<file path="src/rtl/yuyv_frame_writer_pkg.sv">
// Frame-buffer constants shared by the YUYV frame writer and the 8x8 block reader.
package yuyv_frame_writer_pkg;
  localparam int FRAME_WIDTH  = 320;
  localparam int FRAME_HEIGHT = 200;
  localparam int FRAME_BPP    = 2;
  localparam int FRAME_ADDR_W = 17;

  typedef enum logic [2:0] {
    ST_IDLE,
    ST_WAIT_VS,
    ST_CAPTURE,
    ST_DRAIN,
    ST_DONE
  } wr_state_t;
endpackage

</file>
<file path="src/rtl/yuyv_frame_writer_wr_addr_fifo.sv">
// Synchronous address+data FIFO that buffers camera bytes between memory grant windows.
module wr_addr_fifo #(
  parameter int W     = 25,
  parameter int DEPTH = 8
) (
  input  logic                     clk,
  input  logic                     reset_n,
  input  logic                     push,
  input  logic [W-1:0]             wdata,
  input  logic                     pop,
  output logic [W-1:0]             rdata,
  output logic                     full,
  output logic                     empty,
  output logic [$clog2(DEPTH):0]   count
);
  localparam int PW = $clog2(DEPTH);

  logic [W-1:0]  mem [DEPTH];
  logic [PW-1:0] wr_ptr, rd_ptr;
  logic          do_push, do_pop;

  assign empty   = (count == '0);
  assign full    = (count == (PW+1)'(DEPTH));
  assign do_pop  = pop & ~empty;
  // A full FIFO still takes a push when the head leaves on the same edge.
  assign do_push = push & (~full | do_pop);
  assign rdata   = mem[rd_ptr];

  always_ff @(posedge clk)
    if (do_push) mem[wr_ptr] <= wdata;

  always_ff @(posedge clk or negedge reset_n) begin
    if (!reset_n) begin
      wr_ptr <= '0;
      rd_ptr <= '0;
      count  <= '0;
    end else begin
      if (do_push) wr_ptr <= wr_ptr + 1'b1;
      if (do_pop)  rd_ptr <= rd_ptr + 1'b1;
      case ({do_push, do_pop})
        2'b10:   count <= count + 1'b1;
        2'b01:   count <= count - 1'b1;
        default: count <= count;
      endcase
    end
  end
endmodule

</file>
<file path="src/rtl/yuyv_frame_writer.sv">
// Captures one OV7670 YUYV frame and writes it in raster order into the shared frame memory,
// buffering bytes through a small FIFO while the block reader withholds the write grant.
module yuyv_frame_writer
  import yuyv_frame_writer_pkg::*;
#(
  parameter int WIDTH      = FRAME_WIDTH,
  parameter int HEIGHT     = FRAME_HEIGHT,
  parameter int ADDR_W     = FRAME_ADDR_W,
  parameter int FIFO_DEPTH = 8
) (
  input  logic              clk,
  input  logic              reset_n,
  input  logic              capture_req,
  input  logic              cam_vsync,
  input  logic              cam_href,
  input  logic              cam_valid,
  input  logic [7:0]        cam_data,
  input  logic              mem_wr_acc,
  output logic [ADDR_W-1:0] mem_addr,
  output logic [7:0]        mem_data,
  output logic              mem_wr,
  output logic              busy,
  output logic              frame_done,
  output logic              frame_err
);
  localparam int LINE_B = FRAME_BPP * WIDTH;
  localparam int BW     = $clog2(LINE_B + 1);
  localparam int LW     = $clog2(HEIGHT + 1);
  localparam int FW     = ADDR_W + 8;

  wr_state_t           state;
  logic                req_d, vs_d, href_d;
  logic [LW-1:0]       line_cnt;
  logic [BW-1:0]       byte_cnt;
  logic                req_rise, vs_fall, vs_rise, href_fall;
  logic                accept, overflow;
  logic                fifo_pop, fifo_full, fifo_empty;
  logic [FW-1:0]       fifo_head;
  logic [ADDR_W-1:0]   wr_addr;
  logic [$clog2(FIFO_DEPTH):0] fifo_count;

  assign req_rise  = capture_req & ~req_d;
  assign vs_fall   = ~cam_vsync & vs_d;
  assign vs_rise   = cam_vsync & ~vs_d;
  assign href_fall = ~cam_href & href_d;

  assign accept   = (state == ST_CAPTURE) & cam_valid & cam_href &
                    (line_cnt < LW'(HEIGHT)) & (byte_cnt < BW'(LINE_B));
  assign fifo_pop = ~fifo_empty & mem_wr_acc;
  assign overflow = accept & fifo_full & ~fifo_pop;
  assign wr_addr  = ADDR_W'(line_cnt) * ADDR_W'(LINE_B) + ADDR_W'(byte_cnt);

  assign mem_wr   = fifo_pop;
  // Head is masked while empty so the bus idles at zero rather than stale storage.
  assign mem_addr = fifo_empty ? '0 : fifo_head[FW-1:8];
  assign mem_data = fifo_empty ? '0 : fifo_head[7:0];

  wr_addr_fifo #(.W(FW), .DEPTH(FIFO_DEPTH)) u_fifo (
    .clk     (clk),
    .reset_n (reset_n),
    .push    (accept),
    .wdata   ({wr_addr, cam_data}),
    .pop     (fifo_pop),
    .rdata   (fifo_head),
    .full    (fifo_full),
    .empty   (fifo_empty),
    .count   (fifo_count)
  );

  always_ff @(posedge clk or negedge reset_n) begin
    if (!reset_n) begin
      state      <= ST_IDLE;
      req_d      <= 1'b0;
      vs_d       <= 1'b0;
      href_d     <= 1'b0;
      line_cnt   <= '0;
      byte_cnt   <= '0;
      busy       <= 1'b0;
      frame_done <= 1'b0;
      frame_err  <= 1'b0;
    end else begin
      req_d      <= capture_req;
      vs_d       <= cam_vsync;
      href_d     <= cam_href;
      frame_done <= 1'b0;
      case (state)
        ST_IDLE:
          if (req_rise) begin
            state     <= ST_WAIT_VS;
            busy      <= 1'b1;
            frame_err <= 1'b0;
            line_cnt  <= '0;
            byte_cnt  <= '0;
          end
        ST_WAIT_VS:
          if (vs_fall) state <= ST_CAPTURE;
        ST_CAPTURE: begin
          // Dropped overflow bytes still advance byte_cnt so later addresses stay correct.
          if (accept)   byte_cnt  <= byte_cnt + 1'b1;
          if (overflow) frame_err <= 1'b1;
          if (href_fall) begin
            byte_cnt <= '0;
            if (line_cnt < LW'(HEIGHT)) line_cnt <= line_cnt + 1'b1;
          end
          if (line_cnt == LW'(HEIGHT)) begin
            state <= ST_DRAIN;
          end else if (vs_rise) begin
            state     <= ST_DRAIN;
            frame_err <= 1'b1;
          end
        end
        ST_DRAIN:
          if (fifo_empty) begin
            state      <= ST_DONE;
            frame_done <= 1'b1;
          end
        ST_DONE: begin
          state <= ST_IDLE;
          busy  <= 1'b0;
        end
        default: state <= ST_IDLE;
      endcase
    end
  end
endmodule

</file>
<file path="config.mk">
export PLATFORM = sky130hd
export DESIGN_NAME = yuyv_frame_writer
export DESIGN_NICKNAME = d
export VERILOG_FILES = /design/src/rtl/yuyv_frame_writer_pkg.sv /design/src/rtl/yuyv_frame_writer_wr_addr_fifo.sv /design/src/rtl/yuyv_frame_writer.sv
export SDC_FILE = /design/constraint.sdc
export NUM_CORES = 1
export LEC_CHECK = 0
export CORE_MARGIN = 10
export CORE_UTILIZATION = 35
export DETAILED_ROUTE_END_ITERATION = 16
export GPL_TIMING_DRIVEN = 0
export SLEW_MARGIN = 20
export SYNTH_ARGS = -nofsm -noshare
export SYNTH_HDL_FRONTEND = slang
export SYNTH_HIERARCHICAL = 1
export SYNTH_SLANG_ARGS = --single-unit
</file>
<file path="constraint.sdc">
create_clock -name clk -period 4.4 [get_ports clk]
set_input_delay 0.66 -clock clk [delete_from_list [all_inputs] [get_ports clk]]
set_output_delay 0.66 -clock clk [all_outputs]
set_load 0.03 [all_outputs]
</file>
==> flow_summary_export.csv, run 1 <==
group,metric,value,unit
sta,max_clock_freq,252,MHz
synth,async_reset_ff_share,15.6,%
global_route,antenna_found_initial,0,
place,post-dp-hpwl,14.8,mm
floorplanning,die_area,37000,sq um
floorplanning,coreArea,29500,sq um
route,drtPass1Iterations,5,
synth,yosysMostFrequentCell,"edfxtp_1",
global_route,grt_max_degree,27,
synth,syn-cell-area,10400,sq um
critical_path,worstPathRequired,3740,ps
cells_and_area,drive_gt1_share,19.4,%
cells_and_area,diodes,0,
pwr,ir_drop,0.000335,V
sta,slew_violations,0,
synth,synth_fa_ha_area_share,3.23,%
pwr,pwr-share-seq,37.8,%
cts,cts_tree,"yes",
cells_and_area,multi_input_area,3290,sq um
cts,h-tree-depth,1,
synth,ys_ff_latch,237,
synth,synth_top_family_by_area,"multiplexers",
route,vias,5467,
place,gp_congestion,0.743,
sta,fin_crit,3970,ps
synth,synth_top_area_share,57.8,%
critical_path,rrSetupSlack,550,ps
critical_path,crit_chain,"or3_1, buf_6, nor2_1, clkbuf_2, clkbuf_1, nor2b_1, clkdlybuf4s50_1",
route,drtAntennaViolNets,0,
sta,grt_setup_unrepaired,"false",
cells_and_area,post-route-util,41.8,%
synth,synth_nets,628,
synth,avgSynthCellArea,17.7,sq um
synth,synthMuxAreaShare,15.4,%
synth,synthXorXnorAreaFrac,1.94,%
sta,timing.final.crit_share,90.2,%
cts,clk_path_buf_depth,3,
floorplanning,ios,44,
cells_and_area,num-fill-cells,2616,
global_route,grt_overflow,0,
sta,max-slew-margin-rel,44.7,%
pwr,totalPowerFinal,7.45,mW
run,max_cap_viol_count,0,
critical_path,cpPeakStageDelay,650,ps
global_route,grt_pass1_vias,5663,
pwr,p_int,4.98,mW
cts,cts-root-buf,"clkbuf_16",
cells_and_area,final_nets,718,
synth,synth_area_leaders,"edfxtp_1 58%, mux4_1 9.4%, dfrtp_1 8.9%",
run_status,status,"completed",
cts,cts.sinks,237,
sta,setup_violations,0,
floorplanning,die_h,192,um
synth,ys_top_cells_by_count,"200 x edfxtp_1, 37 x dfrtp_1, 37 x mux4_1",
critical_path,worstPathMaxFanout,10,
cts,cts_buffers,24,
synth,ys.warnings.count,6,
critical_path,end_kind,"output pin",
synth,synth.distinct_cells,60,
floorplanning,start_util,35.2,%
synth,synth-simple-area-share,6.68,%
route,drt_iter0_drc,304,
sta,final-hold-violation-count,0,
critical_path,startpoint_type,"flip-flop",
pwr,p_leak,4.48,nW
sta,fin_setup_tns,0,ps
floorplanning,die_x,192,um
floorplanning,rows,63,
synth,synth-seq-area-share,66.8,%
global_route,track_usage,11.5,%
pwr,sw_frac_of_total,33.2,%
synth,synth-edff-count,200,
synth,synth_compound_area_share,3.80,%
critical_path,cpLargestDelayFamily,"buffers and inverters",
sta,worst_slew_pin_slew,830,ps
synth,yosysTopAreaCell,"edfxtp_1",
sta,hold_ws,36.4,ps
pwr,combPwrFrac,37.5,%
place,numPortBuffers,43,
synth,ys.flop_type,"edfxtp_1",
critical_path,worstPathArrival,3310,ps
route,drc,0,
cells_and_area,regArea,6930,sq um
pwr,power_switching,2.47,mW
global_route,grt_pass1_wl,33.1,mm
critical_path,crit_type,"flip-flop to output pin",
route,routed_wire_length_per_instance,19.7,um
sta,finClkSkew,24.9,ps
cells_and_area,syn2layout_area_growth,18.6,%
synth,synthCells,588,
pwr,p_per_area,605,nW/um^2
route,routed_via_density,5.03,
worst_hold_path,hp-class,"primary input to async pin",
cts,clk_pin_slew,60,ps
route,routed_wl,21.4,mm
critical_path,cp_slowest_cell,"clkdlybuf4s50_1",
critical_path,cp.buffers_inverters,4,
cts,clock_latency,530,ps
pwr,clkPwrFrac,24.7,%
cts,postCtsSetupBuffers,0,
[cells in the final DEF, fill, tap and decap left out, types with 13 or more instances in the layout]
cell	Yosys	layout
buf_4	1	16
mux2_2	27	27
mux4_1	37	37
clkbuf_16	0	24
mux4_2	13	13
xnor2_1	19	19
o21ai_0	17	17
dfrtp_1	37	37
inv_1	14	14
ha_1	22	22
clkdlybuf4s50_1	0	42
nand2_1	19	19
edfxtp_1	200	200
nor2b_1	29	29
nor2_1	33	30
[cells by family (layout without fill, tap and decap cells)]
logic type | Yosys count | count (layout)
compound gates | 55 | 55
xor+xnor | 23 | 23
fa+ha+maj | 25 | 25
buf+inv | 39 | 147
flops | 237 | 237
mux | 80 | 80
simple gates | 129 | 129
[cell type report]
cell class	count	share of cell area, %
clock buffers	26	5.02
multi-input cells	312	26.7
well taps	390	3.96
repair buffers	64	5.38
inverters	15	0.559
clock inverters	18	0.853
plain buffers	24	1.28
flip-flops and latches	237	56.3
[layer usage]
metal	track usage (%)	share of wire, %	vias to the layer above
met5	0	0	-
met4	2.71	1.8	0
met3	2.11	5.3	30
met2	19.7	50	122
met1	14.8	43	2801
li1	-	-	2514
[registers in the layout, indices dropped and copies added (netlist names)]
signal	flops
vs_d	1
frame_err	1
busy	1
u_fifo/count	4
u_fifo/rd_ptr	3
u_fifo/wr_ptr	3
state	3
byte_cnt	10
req_d	1
frame_done	1
line_cnt	8
href_d	1
u_fifo/mem	200
[through the flow]
step                std cells  cell area, sq um  worst slack, ps
finish                   1086             12300              429
global route             1086             12300              268
CTS                      1086             12300             54.3
detailed placement       1042             11600              168
global placement         1021             11300            -2290
floorplan                 588             10400             36.5
[final timing paths]
kind / start / end / depth (start not counted)
hold / removal: reset_n / byte_cnt[0] / 1
min in group clk: busy / busy / 1
setup reg to reg: u_fifo/count[1] / u_fifo/mem[4][4] / 11
setup / recovery: u_fifo/count[1] / mem_addr[9] / 7
max in group asynchronous: reset_n / u_fifo/rd_ptr[1] / 2
hold reg to reg: busy / busy / 1
[power by group through the flow]
stage	Combinational (mW)	Sequential [mW]	Clock, mW
after floorplan	1.90	2.83	0
final	2.80	2.82	1.84
after global routing	3.00	2.84	1.99
after CTS	2.84	2.82	1.89
after global placement	2.74	2.84	0
after detailed placement	2.83	2.86	0
[repair_timing]
| item | in CTS | in global routing |
|---|---|---|
| resized for setup | 1 | 2 |
| hold buffers | 0 | 0 |
| pin swaps | 0 | 0 |
| endpoints found under the setup margin | 3 | 1 |
Power figures use the tool's default switching activity.
==> inputs of run 2 (changes only) <==
GPL_TIMING_DRIVEN = default   (was 0)
==> flow_summary_export.csv, run 2 (synthesis results as in run 1) <==
group,metric,value,unit
route,routed_wire_length_per_instance,19.2,um
pwr,sw_frac_of_total,32.4,%
sta,max-slew-margin-rel,43.6,%
floorplanning,rows,63,
route,drt_iter0_drc,266,
pwr,clkPwrFrac,26.0,%
cts,cts_tree,"yes",
cells_and_area,final_common_cell,"edfxtp_1",
cts,cts_hold_buf,0,
route,routed_wl,20.4,mm
sta,fin_setup_tns,0,ps
critical_path,cp.buffers_inverters,2,
sta,slew_violations,0,
critical_path,rrSetupSlack,1250,ps
pwr,combPwrFrac,34.7,%
sta,timing.final.crit_share,88.0,%
cells_and_area,multi_input_area,3270,sq um
pwr,p_leak,4.38,nW
sta,worst_slew_pin_slew,847,ps
cells_and_area,most-common-layout-cells,"200 x edfxtp_1, 42 x clkdlybuf4s50_1, 37 x mux4_1",
global_route,grt_pass1_vias,5649,
cells_and_area,drive_gt1_share,18.0,%
global_route,track_usage,11.0,%
pwr,power_switching,2.40,mW
cts,postCtsSetupBuffers,0,
run,max_cap_viol_count,0,
global_route,antenna_found_initial,0,
critical_path,startpoint_type,"flip-flop",
cells_and_area,num-fill-cells,2656,
critical_path,cp_slowest_cell,"dfrtp_2",
route,drtPass1Iterations,4,
run_status,status,"completed",
floorplanning,coreArea,29500,sq um
route,routed_via_density,5.02,
cts,clk_path_buf_depth,3,
cts,clk_pin_slew,60,ps
critical_path,cpPeakStageDelay,750,ps
route,drc,0,
global_route,grt_max_degree,38,
cts,h-tree-depth,1,
cts,clock_latency,530,ps
critical_path,setup.worst_path.end,"mem_data[5]",
cells_and_area,final_nets,694,
sta,hold_ws,239,ps
route,vias,5323,
floorplanning,die_area,37000,sq um
cells_and_area,syn2layout_area_growth,16.6,%
sta,final-hold-violation-count,0,
place,gp_congestion,0.739,
critical_path,worstSetupStartpoint,"u_fifo/rd_ptr[0]",
sta,grt_setup_unrepaired,"false",
critical_path,crit_chain,"buf_12, mux4_1, mux2_2, nor2b_1, clkdlybuf4s50_1",
critical_path,worstPathRequired,3740,ps
critical_path,worstRegToRegCells,8,
cells_and_area,largest-register,"u_fifo/mem",
critical_path,path_depth,5,
critical_path,r2r-start,"line_cnt[3]",
cells_and_area,diodes,0,
cts,cts_resized,0,
critical_path,crit_type,"flip-flop to output pin",
critical_path,worstPathArrival,3210,ps
cells_and_area,stdcell_count,1061,
global_route,grt_pass1_wl,31.9,mm
sta,max_clock_freq,258,MHz
critical_path,cpLargestDelayFamily,"buffers and inverters",
cts,cts-root-buf,"clkbuf_16",
worst_hold_path,hp-class,"primary input to async pin",
pwr,ir_drop,0.000278,V
sta,finClkSkew,12.7,ps
sta,fin_crit,3870,ps
critical_path,rr_endpoint,"u_fifo/mem[5][23]",
cts,cts_buffers,25,
cells_and_area,top_regs,"u_fifo/mem (200), byte_cnt (10), line_cnt (8)",
floorplanning,die_h,192,um
route,drtAntennaViolNets,0,
pwr,pwr-share-seq,39.3,%
place,numPortBuffers,43,
critical_path,end_kind,"output pin",
sta,setup_violations,0,
pwr,p_per_area,613,nW/um^2
global_route,grt_overflow,0,
floorplanning,die_x,192,um
place,post-dp-hpwl,12.7,mm
place,place_inst,1017,
cts,cts.sinks,237,
floorplanning,start_util,35.2,%
pwr,p_int,5.02,mW
critical_path,worstPathMaxFanout,23,
cells_and_area,regArea,6930,sq um
cells_and_area,largest_reg_flops,200,
floorplanning,ios,44,
## run 2: cell type report
class,instances,share of cell area (%)
Clock buffer,28,5.26
Clock inverter,16,0.992
Inverter,15,0.568
Multi-Input combinational cell,312,27.0
Sequential cell,237,57.3
Tap cell,390,4.03
Timing Repair Buffer,63,4.86
## run 2: power by group through the flow
stage | sequential, mW | combinational, mW | clock [mW]
floorplan | 2.83 | 1.90 | 0
global placement | 2.95 | 2.56 | 0
detailed placement | 2.97 | 2.61 | 0
CTS | 2.92 | 2.63 | 1.99
global route | 2.95 | 2.77 | 2.07
finish | 2.92 | 2.58 | 1.93
## run 2: through the flow
step	total power, mW	util, %	cell area [sq um]	setup WS (ps)
6_report	7.42	41.1	12100	528
5_1_grt	7.79	41.1	12100	406
4_1_cts	7.53	41.1	12100	466
3_5_place_dp	5.58	38.5	11400	972
3_3_place_gp	5.51	38.5	11400	1060
2_1_floorplan	4.73	-	10400	36.5
## run 2: per-layer routing
| metal | GRT usage [%] | routed length, um |
|---|---|---|
| met2 | 19.1 | 10200 |
| met5 | 0 | 0 |
| met3 | 2.20 | 892 |
| met1 | 14.0 | 9030 |
| met4 | 2.39 | 304 |
## run 2: worst min-delay path by stage
stage / cells past startpoint / end / startpoint / slack (ps)
after floorplan: 0 / busy / reset_n / 360
after global placement: 1 / u_fifo/rd_ptr[2] / u_fifo/rd_ptr[2] / 460
after detailed placement: 1 / u_fifo/rd_ptr[2] / u_fifo/rd_ptr[2] / 460
after CTS: 1 / u_fifo/count[3] / reset_n / 270
after global routing: 1 / state[2] / reset_n / 300
final: 1 / state[2] / reset_n / 240
==> inputs of run 3 (changes only) <==
DONT_BUFFER_PORTS = 1   (was default)
==> flow_summary_export.csv, run 3 (synthesis results as in run 1) <==
group,metric,value,unit
cts,cts_buffers,25,
cells_and_area,final_common_cell,"edfxtp_1",
critical_path,crit_chain,"buf_12, mux4_1, mux2_2, nor2b_1",
critical_path,worstPathRequired,3740,ps
cts,clk_pin_slew,60,ps
critical_path,worstPathArrival,2870,ps
route,routed_wl,20.4,mm
cells_and_area,stdcell_count,1015,
global_route,antenna_found_initial,0,
route,drt_iter0_drc,304,
sta,worst_slew_pin_slew,903,ps
pwr,ir_drop,0.000361,V
sta,slew_violations,0,
place,dpl_cell_area,10900,sq um
sta,fin_crit,3530,ps
pwr,p_per_area,599,nW/um^2
floorplanning,die_x,192,um
sta,max_clock_freq,283,MHz
floorplanning,die_h,192,um
place,gp_congestion,0.744,
route,drtAntennaViolNets,0,
worst_hold_path,hp-class,"primary input to flip-flop",
floorplanning,rows,63,
sta,grt_setup_unrepaired,"false",
place,numPortBuffers,0,
route,vias,5180,
cells_and_area,fin_area,11700,sq um
floorplanning,ios,44,
floorplanning,die_area,37000,sq um
cts,clock_latency,540,ps
floorplanning,start_util,35.2,%
cells_and_area,post-route-util,39.6,%
global_route,busiest_layer,"met2",
sta,finClkSkew,15.6,ps
critical_path,cpLargestDelayFamily,"flip-flops",
run_status,status,"completed",
route,routed_wire_length_per_instance,20.1,um
cts,cts_hold_buf,2,
global_route,track_usage,11.1,%
cells_and_area,largest_reg_flops,200,
global_route,grt_overflow,0,
cts,cts-root-buf,"clkbuf_16",
run,max_cap_viol_count,0,
cts,h-tree-depth,1,
critical_path,cp.buffers_inverters,1,
global_route,grt_pass1_vias,5544,
cts,cts_tree,"yes",
sta,max-slew-margin-rel,39.8,%
sta,hold_ws,162,ps
cells_and_area,drive_gt1_share,18.3,%
cells_and_area,top_regs,"u_fifo/mem (200), byte_cnt (10), line_cnt (8)",
cts,cts_resized,0,
cells_and_area,final_nets,648,
cts,clk_path_buf_depth,3,
route,drc,0,
cells_and_area,num-fill-cells,2667,
place,post-dp-hpwl,12.9,mm
global_route,use_met3,2.49,%
sta,fin_setup_tns,0,ps
cts,postCtsSetupBuffers,0,
cells_and_area,most-common-layout-cells,"200 x edfxtp_1, 37 x mux4_1, 35 x dfrtp_1",
critical_path,cpPeakStageDelay,920,ps
critical_path,cp_slowest_cell,"dfrtp_2",
global_route,grt_max_degree,38,
sta,timing.final.crit_share,80.2,%
sta,worst_slack,871,ps
critical_path,end_kind,"output pin",
pwr,totalPowerFinal,6.98,mW
place,post-place-ws,1300,ps
cells_and_area,syn2layout_area_growth,12.4,%
sta,setup_violations,0,
global_route,gr-usage-met2,19.0,%
cts,cts.sinks,237,
floorplanning,coreArea,29500,sq um
global_route,globalRouteMet1Util,13.8,%
critical_path,startpoint_type,"flip-flop",
pwr,p_leak,4.18,nW
route,drtPass1Iterations,4,
sta,final-hold-violation-count,0,
global_route,grt_pass1_wl,31.8,mm
critical_path,worstPathMaxFanout,27,
critical_path,crit_type,"flip-flop to output pin",
place,place_inst,969,
cells_and_area,largest-register,"u_fifo/mem",
route,routed_via_density,5.10,
-- run 3: routing by layer --
layer	up-vias	part of all wire, %	wire length, um
li1	2374	-	-
met1	2666	43	8660
met2	106	50	10100
met3	34	5.4	1110
met4	0	2.3	478
met5	-	0	0
-- run 3: final timing paths --
check | slack [ps] | start | end | cells past startpoint
max | 870 | u_fifo/rd_ptr[0] | mem_addr[14] | 4
min | 160 | capture_req | req_d | 0
max reg2reg | 1300 | line_cnt[3] | u_fifo/mem[2][23] | 8
min reg2reg | 570 | u_fifo/count[2] | u_fifo/count[2] | 1
max in group asynchronous | 3590 | reset_n | u_fifo/rd_ptr[0] | 2
min in group asynchronous | 600 | reset_n | byte_cnt[3] | 2
-- run 3: power breakdown --
group	total [mW]	switching (mW)	internal, mW
Clock	1.90	0.849	1.05
Sequential	3.01	0.347	2.67
Combinational	2.07	1.17	0.902
-- run 3: worst reg2reg max path, delay by kind of cell (launching register included) --
family | cells | cell delay [ps]
fa+ha+maj | 3 | 930
xor+xnor | 2 | 850
flops | 1 | 460
compound gates | 1 | 320
simple gates | 2 | 230
-- run 3: final cells by class --
class | instances | area [sq um] | area share [%]
flip-flops and latches | 237 | 6930 | 59.4
inverters | 15 | 68.8 | 0.590
clock inverters | 14 | 91.3 | 0.783
multi-input cells | 312 | 3270 | 28.1
clock buffers | 29 | 641 | 5.49
well taps | 390 | 488 | 4.18
diodes | 1 | 2.50 | 0.0215
repair buffers | 17 | 168 | 1.44
==> edit 1, RTL diff (flow settings as in run 3) <==
The 5 states of `wr_state_t` get a one-hot encoding in 5 bits.
--- a/src/rtl/yuyv_frame_writer_pkg.sv
+++ b/src/rtl/yuyv_frame_writer_pkg.sv
@@ -6,10 +6,10 @@
   localparam int FRAME_ADDR_W = 17;
 
-  typedef enum logic [2:0] {
-    ST_IDLE,
-    ST_WAIT_VS,
-    ST_CAPTURE,
-    ST_DRAIN,
-    ST_DONE
+  typedef enum logic [4:0] {
+    ST_IDLE    = 5'b00001,
+    ST_WAIT_VS = 5'b00010,
+    ST_CAPTURE = 5'b00100,
+    ST_DRAIN   = 5'b01000,
+    ST_DONE    = 5'b10000
   } wr_state_t;
 endpackage
Check against the original RTL: same outputs for any inputs over 4 cycles, from zero or initial values and one cycle with reset_n low; so few cycles prove little.
==> edit 1 against run 3 <==
  * Largest cell class unchanged
  * Sequential cell count is 2 higher
  * Worst setup slack gained 0.046 ns
  * Area after synthesis is 1.1% higher
  * Core utilization up 0.43 points
  * Die area up 0.96%
  * Cell area up 1.6%
  * Total power fell by 9.8%
  * Critical endpoint is now mem_data[0]
  * Fmax up 1.3%
  * Wire length is 1.7% higher
==> edit 1: results <==
export IMPL_vias=5321
export IMPL_critical_path_arrival_ns=2.82
export IMPL_num_antenna_cells=0
export IMPL_highest_layer="met5"
export IMPL_fillers=2698
export IMPL_grt_pass1_wl_um=32750
export IMPL_place_hpwl_um=13350
export IMPL_grt_max_degree=40
export IMPL_dr_wl_met3_um=1175
export IMPL_seq_cells=239
export IMPL_syn_area_per_cell_um2=17.64
export IMPL_worst_slew_pin_slew_ns=0.8561
export IMPL_ys_async_sr_fraction_pct=16.32
export IMPL_regToRegSetupSlack_ns=1.27
export IMPL_num_multi_input_gates=320
export IMPL_clk_share_pct=6.522
export IMPL_n_all_buffers=22
export IMPL_cp_endpoint="mem_data[0]"
export IMPL_drt_initial_drc_count=294
export IMPL_wire_per_inst_um=20.07
export IMPL_p_int_mw=4.369
export IMPL_setup_ws_ns=0.9178
export IMPL_nClkBuffers=31
export IMPL_status="finished, final reports clean"
export IMPL_dpl_cell_area_um2=11050
export IMPL_sw_frac_of_total_pct=30.61
export IMPL_clk_latency_ns=0.52
export IMPL_grt_pass1_vias=5638
export IMPL_nets=664
export IMPL_rr_startpoint="u_fifo/count[1]$_DFFE_PN0P_"
export IMPL_comb_power_share_pct=26.6
export IMPL_dr_wl_met2_um=10310
export IMPL_p_leak_nw=4.237
export IMPL_slowest_delay_ns=0.72
export IMPL_firstDrtPassIters=5
export IMPL_ys_seq_area_share_pct=66.54
export IMPL_critPathTopFamily="multiplexers"
export IMPL_synthDistinctLibCells=62
export IMPL_wl_met1_um=8935
export IMPL_dpl_cell_count=985
export IMPL_r2r_end="u_fifo/count[3]$_DFFE_PN0P_"
export IMPL_pg_clk_mw=1.98
export IMPL_path_max_fanout=20
export IMPL_synth_area_leaders="edfxtp_1, mux4_1, dfrtp_1"
export IMPL_register_area_um2=6985
export IMPL_grt_antenna_before_repair=1
export IMPL_post_drt_via_cell_ratio=5.161
export IMPL_synth_common_cells="edfxtp_1, dfrtp_1, mux4_1"
export IMPL_num_nonclk_inverters=16
export IMPL_syn_nets=635
export IMPL_gp_congestion=0.8130
export IMPL_skew_ns=0.01585
export IMPL_final_core_util_pct=40.00
[edit 1: cell types whose count changed in the layout (fill, tap and decap cells not counted), moves of 3 or more]
cell | before | now
xor2_1 | 4 | 11
a21oi_1 | 8 | 5
xnor2_1 | 19 | 15
nand3_1 | 8 | 12
nand4_1 | 2 | 9
nor2_1 | 29 | 24
buf_4 | 13 | 20
o21ai_0 | 17 | 8
nor2b_1 | 29 | 33
[edit 1: layer usage]
metal	global-route usage [%]	up-vias
li1	-	2430
met1	14.53	2762
met2	19.04	99
met3	2.608	28
met4	2.219	2
met5	0	-
[edit 1: logic make-up (layout without fill, tap and decap cells)]
kind of cell               count (synthesis)  in the layout  share of synthesized area, %
buffers and inverters                     36             82                         1.812
muxes                                     82             82                         15.47
xor gates and xnor gates                  26             26                         2.170
adders and majority gates                 25             25                         3.195
DFF                                      239            239                         66.54
and+or+nand+nor                          145            145                         7.821
AOI/OAI and AO/OA                         42             42                         2.993
==> edit 2, RTL diff (flow settings as in run 3) <==
Without the edit above. Change the parameter `FIFO_DEPTH` from 8 to 32.
--- a/src/rtl/yuyv_frame_writer.sv
+++ b/src/rtl/yuyv_frame_writer.sv
@@ -7,5 +7,5 @@
   parameter int HEIGHT     = FRAME_HEIGHT,
   parameter int ADDR_W     = FRAME_ADDR_W,
-  parameter int FIFO_DEPTH = 8
+  parameter int FIFO_DEPTH = 32
 ) (
   input  logic              clk,
Behaviour: same outputs for any inputs over 4 cycles, from zero or initial values and one cycle with reset_n low; that may be too few to reach the edited logic, so the function may still have changed.
==> edit 2 against run 3 <==
  * Core utilization rose by 1.5 points
  * Sequential share of layout area is 4.8 points higher
  * Sequential power increased to 3.2 times the old value
  * Area after synthesis rose to 3.2 times the old value
  * Die area rose to 3.0 times the old value
  * Sequential cell count increased by 606
  * Critical path depth rose by 3
  * First-iteration DRC count increased to 5.6 times the old value
  * Cell area grew to 3.4 times the old value
  * Worst setup slack got worse by 0.59 ns
  * Final cell count grew to 3.2 times the old value
  * Register-to-register slack got worse by 0.59 ns
  * Wire length rose to 4.1 times the old value
  * Total power rose to 3.4 times the old value
  * Critical path type unchanged
  * Critical endpoint is now mem_data[1]
  * Largest cell class unchanged
==> edit 2: results <==
export IMPL_numCtsBuffers=88
export IMPL_dr_wl_met3_um=6528
export IMPL_clk_latency_ns=0.64
export IMPL_critical_path_arrival_ns=3.46
export IMPL_slowest_delay_ns=0.76
export IMPL_status="finished, final reports clean"
export IMPL_grt_pass1_vias=18050
export IMPL_critPathTopFamily="simple AND/OR/NAND/NOR gates"
export IMPL_gp_congestion=0.8388
export IMPL_grt_use_total_pct=15.00
export IMPL_grt_met1_usage_pct=20.31
export IMPL_wire_per_inst_um=25.04
export IMPL_cts_root_buf="clkbuf_16"
export IMPL_grtUsageMet3_pct=4.168
export IMPL_powerDensity_nw_per_um2=600.3
export IMPL_dr_wl_met2_um=38640
export IMPL_grt_antenna_before_repair=1
export IMPL_drt_initial_drc_count=1708
export IMPL_place_hpwl_um=50830
export IMPL_holdWs_ns=0.06696
export IMPL_r2r_cells=9
export IMPL_top_regs="u_fifo/mem: 800 flops, byte_cnt: 10 flops, line_cnt: 8 flops"
export IMPL_htree_levels=3
export IMPL_grt_pass1_wl_um=121600
export IMPL_synthDistinctLibCells=68
export IMPL_dpl_cell_area_um2=36320
export IMPL_met2_usage_pct=23.62
export IMPL_skew_ns=0.02850
export IMPL_io_buffers=0
export IMPL_wl_met1_um=35260
export IMPL_r2r_end="u_fifo/mem[15][11]$_DFFE_PP_"
export IMPL_ys_seq_area_share_pct=74.41
export IMPL_path_max_fanout=20
export IMPL_num_antenna_cells=0
export IMPL_post_drt_via_cell_ratio=5.349
export IMPL_dpl_cell_count=3133
export IMPL_ir_drop_mv=0.6022
export IMPL_maxSlewHeadroom_pct=23.78
export IMPL_fillers=8480
export IMPL_drt_wl_total_um=82500
export IMPL_p_leak_nw=12.70
export IMPL_synth_edf_count=800
export IMPL_syn_inst=1865
export IMPL_sw_frac_of_total_pct=32.87
export IMPL_critPathSlowestCell="dfrtp_4"
export IMPL_place_ws_ns=0.8109
export IMPL_nets=2006
export IMPL_grt_max_degree=81
export IMPL_synth_area_leaders="edfxtp_1, mux4_2, mux2i_1"
export IMPL_drive_above_1_share_pct=19.51
export IMPL_firstDrtPassIters=5
export IMPL_regToRegSetupSlack_ns=0.71
export IMPL_synth_common_cells="edfxtp_1, mux2i_1, mux4_2"
[edit 2: cells by family after synthesis]
kind of cell,synth area share [%]
AOI/OAI and AO/OA,4.266
xor gates and xnor gates,0.7011
adders and majority gates,1.180
buffers and inverters,1.480
DFF,74.41
muxes,12.78
and+or+nand+nor,5.182
[edit 2: how the worst max path moves through the flow]
stage,start,slack [ns],end
final,u_fifo/rd_ptr[1]$_DFFE_PN0N_,0.28,mem_data[1]
after global routing,u_fifo/rd_ptr[0]$_DFFE_PN0N_,0.13,mem_data[1]
after CTS,u_fifo/rd_ptr[0]$_DFFE_PN0N_,0.18,mem_addr[4]
after detailed placement,line_cnt[4]$_DFFE_PN0P_,0.81,u_fifo/mem[12][17]$_DFFE_PP_
after global placement,u_fifo/rd_ptr[0]$_DFFE_PN0N_,0.85,mem_addr[8]
after floorplan,u_fifo/count[0]$_DFFE_PN0P_,0.46,u_fifo/mem[31][0]$_DFFE_PP_
[edit 2: cell type report]
type,instances,area share [%]
clock buffer,114,5.908
clock inverter,45,1.021
inverter,16,0.1536
multi-input combinational,909,21.68
sequential,843,64.22
tap,1265,4.049
timing repair buffer,103,2.964
[edit 2: power groups by stage]
stage | Clock (mW) | Sequential (mW) | Combinational, mW
2_1_floorplan | 0 | 9.52 | 4.64
3_3_place_gp | 0 | 9.70 | 6.82
3_5_place_dp | 0 | 9.71 | 6.89
4_1_cts | 7.15 | 9.54 | 6.93
5_1_grt | 7.46 | 9.54 | 7.38
6_report | 7.01 | 9.52 | 6.95
[edit 2: timing repair]
action | 4_1_cts | 5_1_grt
buffers inserted | 0 | 1
gates resized for setup | 0 | 0
endpoints found under the setup margin | 0 | 2
endpoints found under the hold margin | 43 | 0
hold buffers | 2 | 0
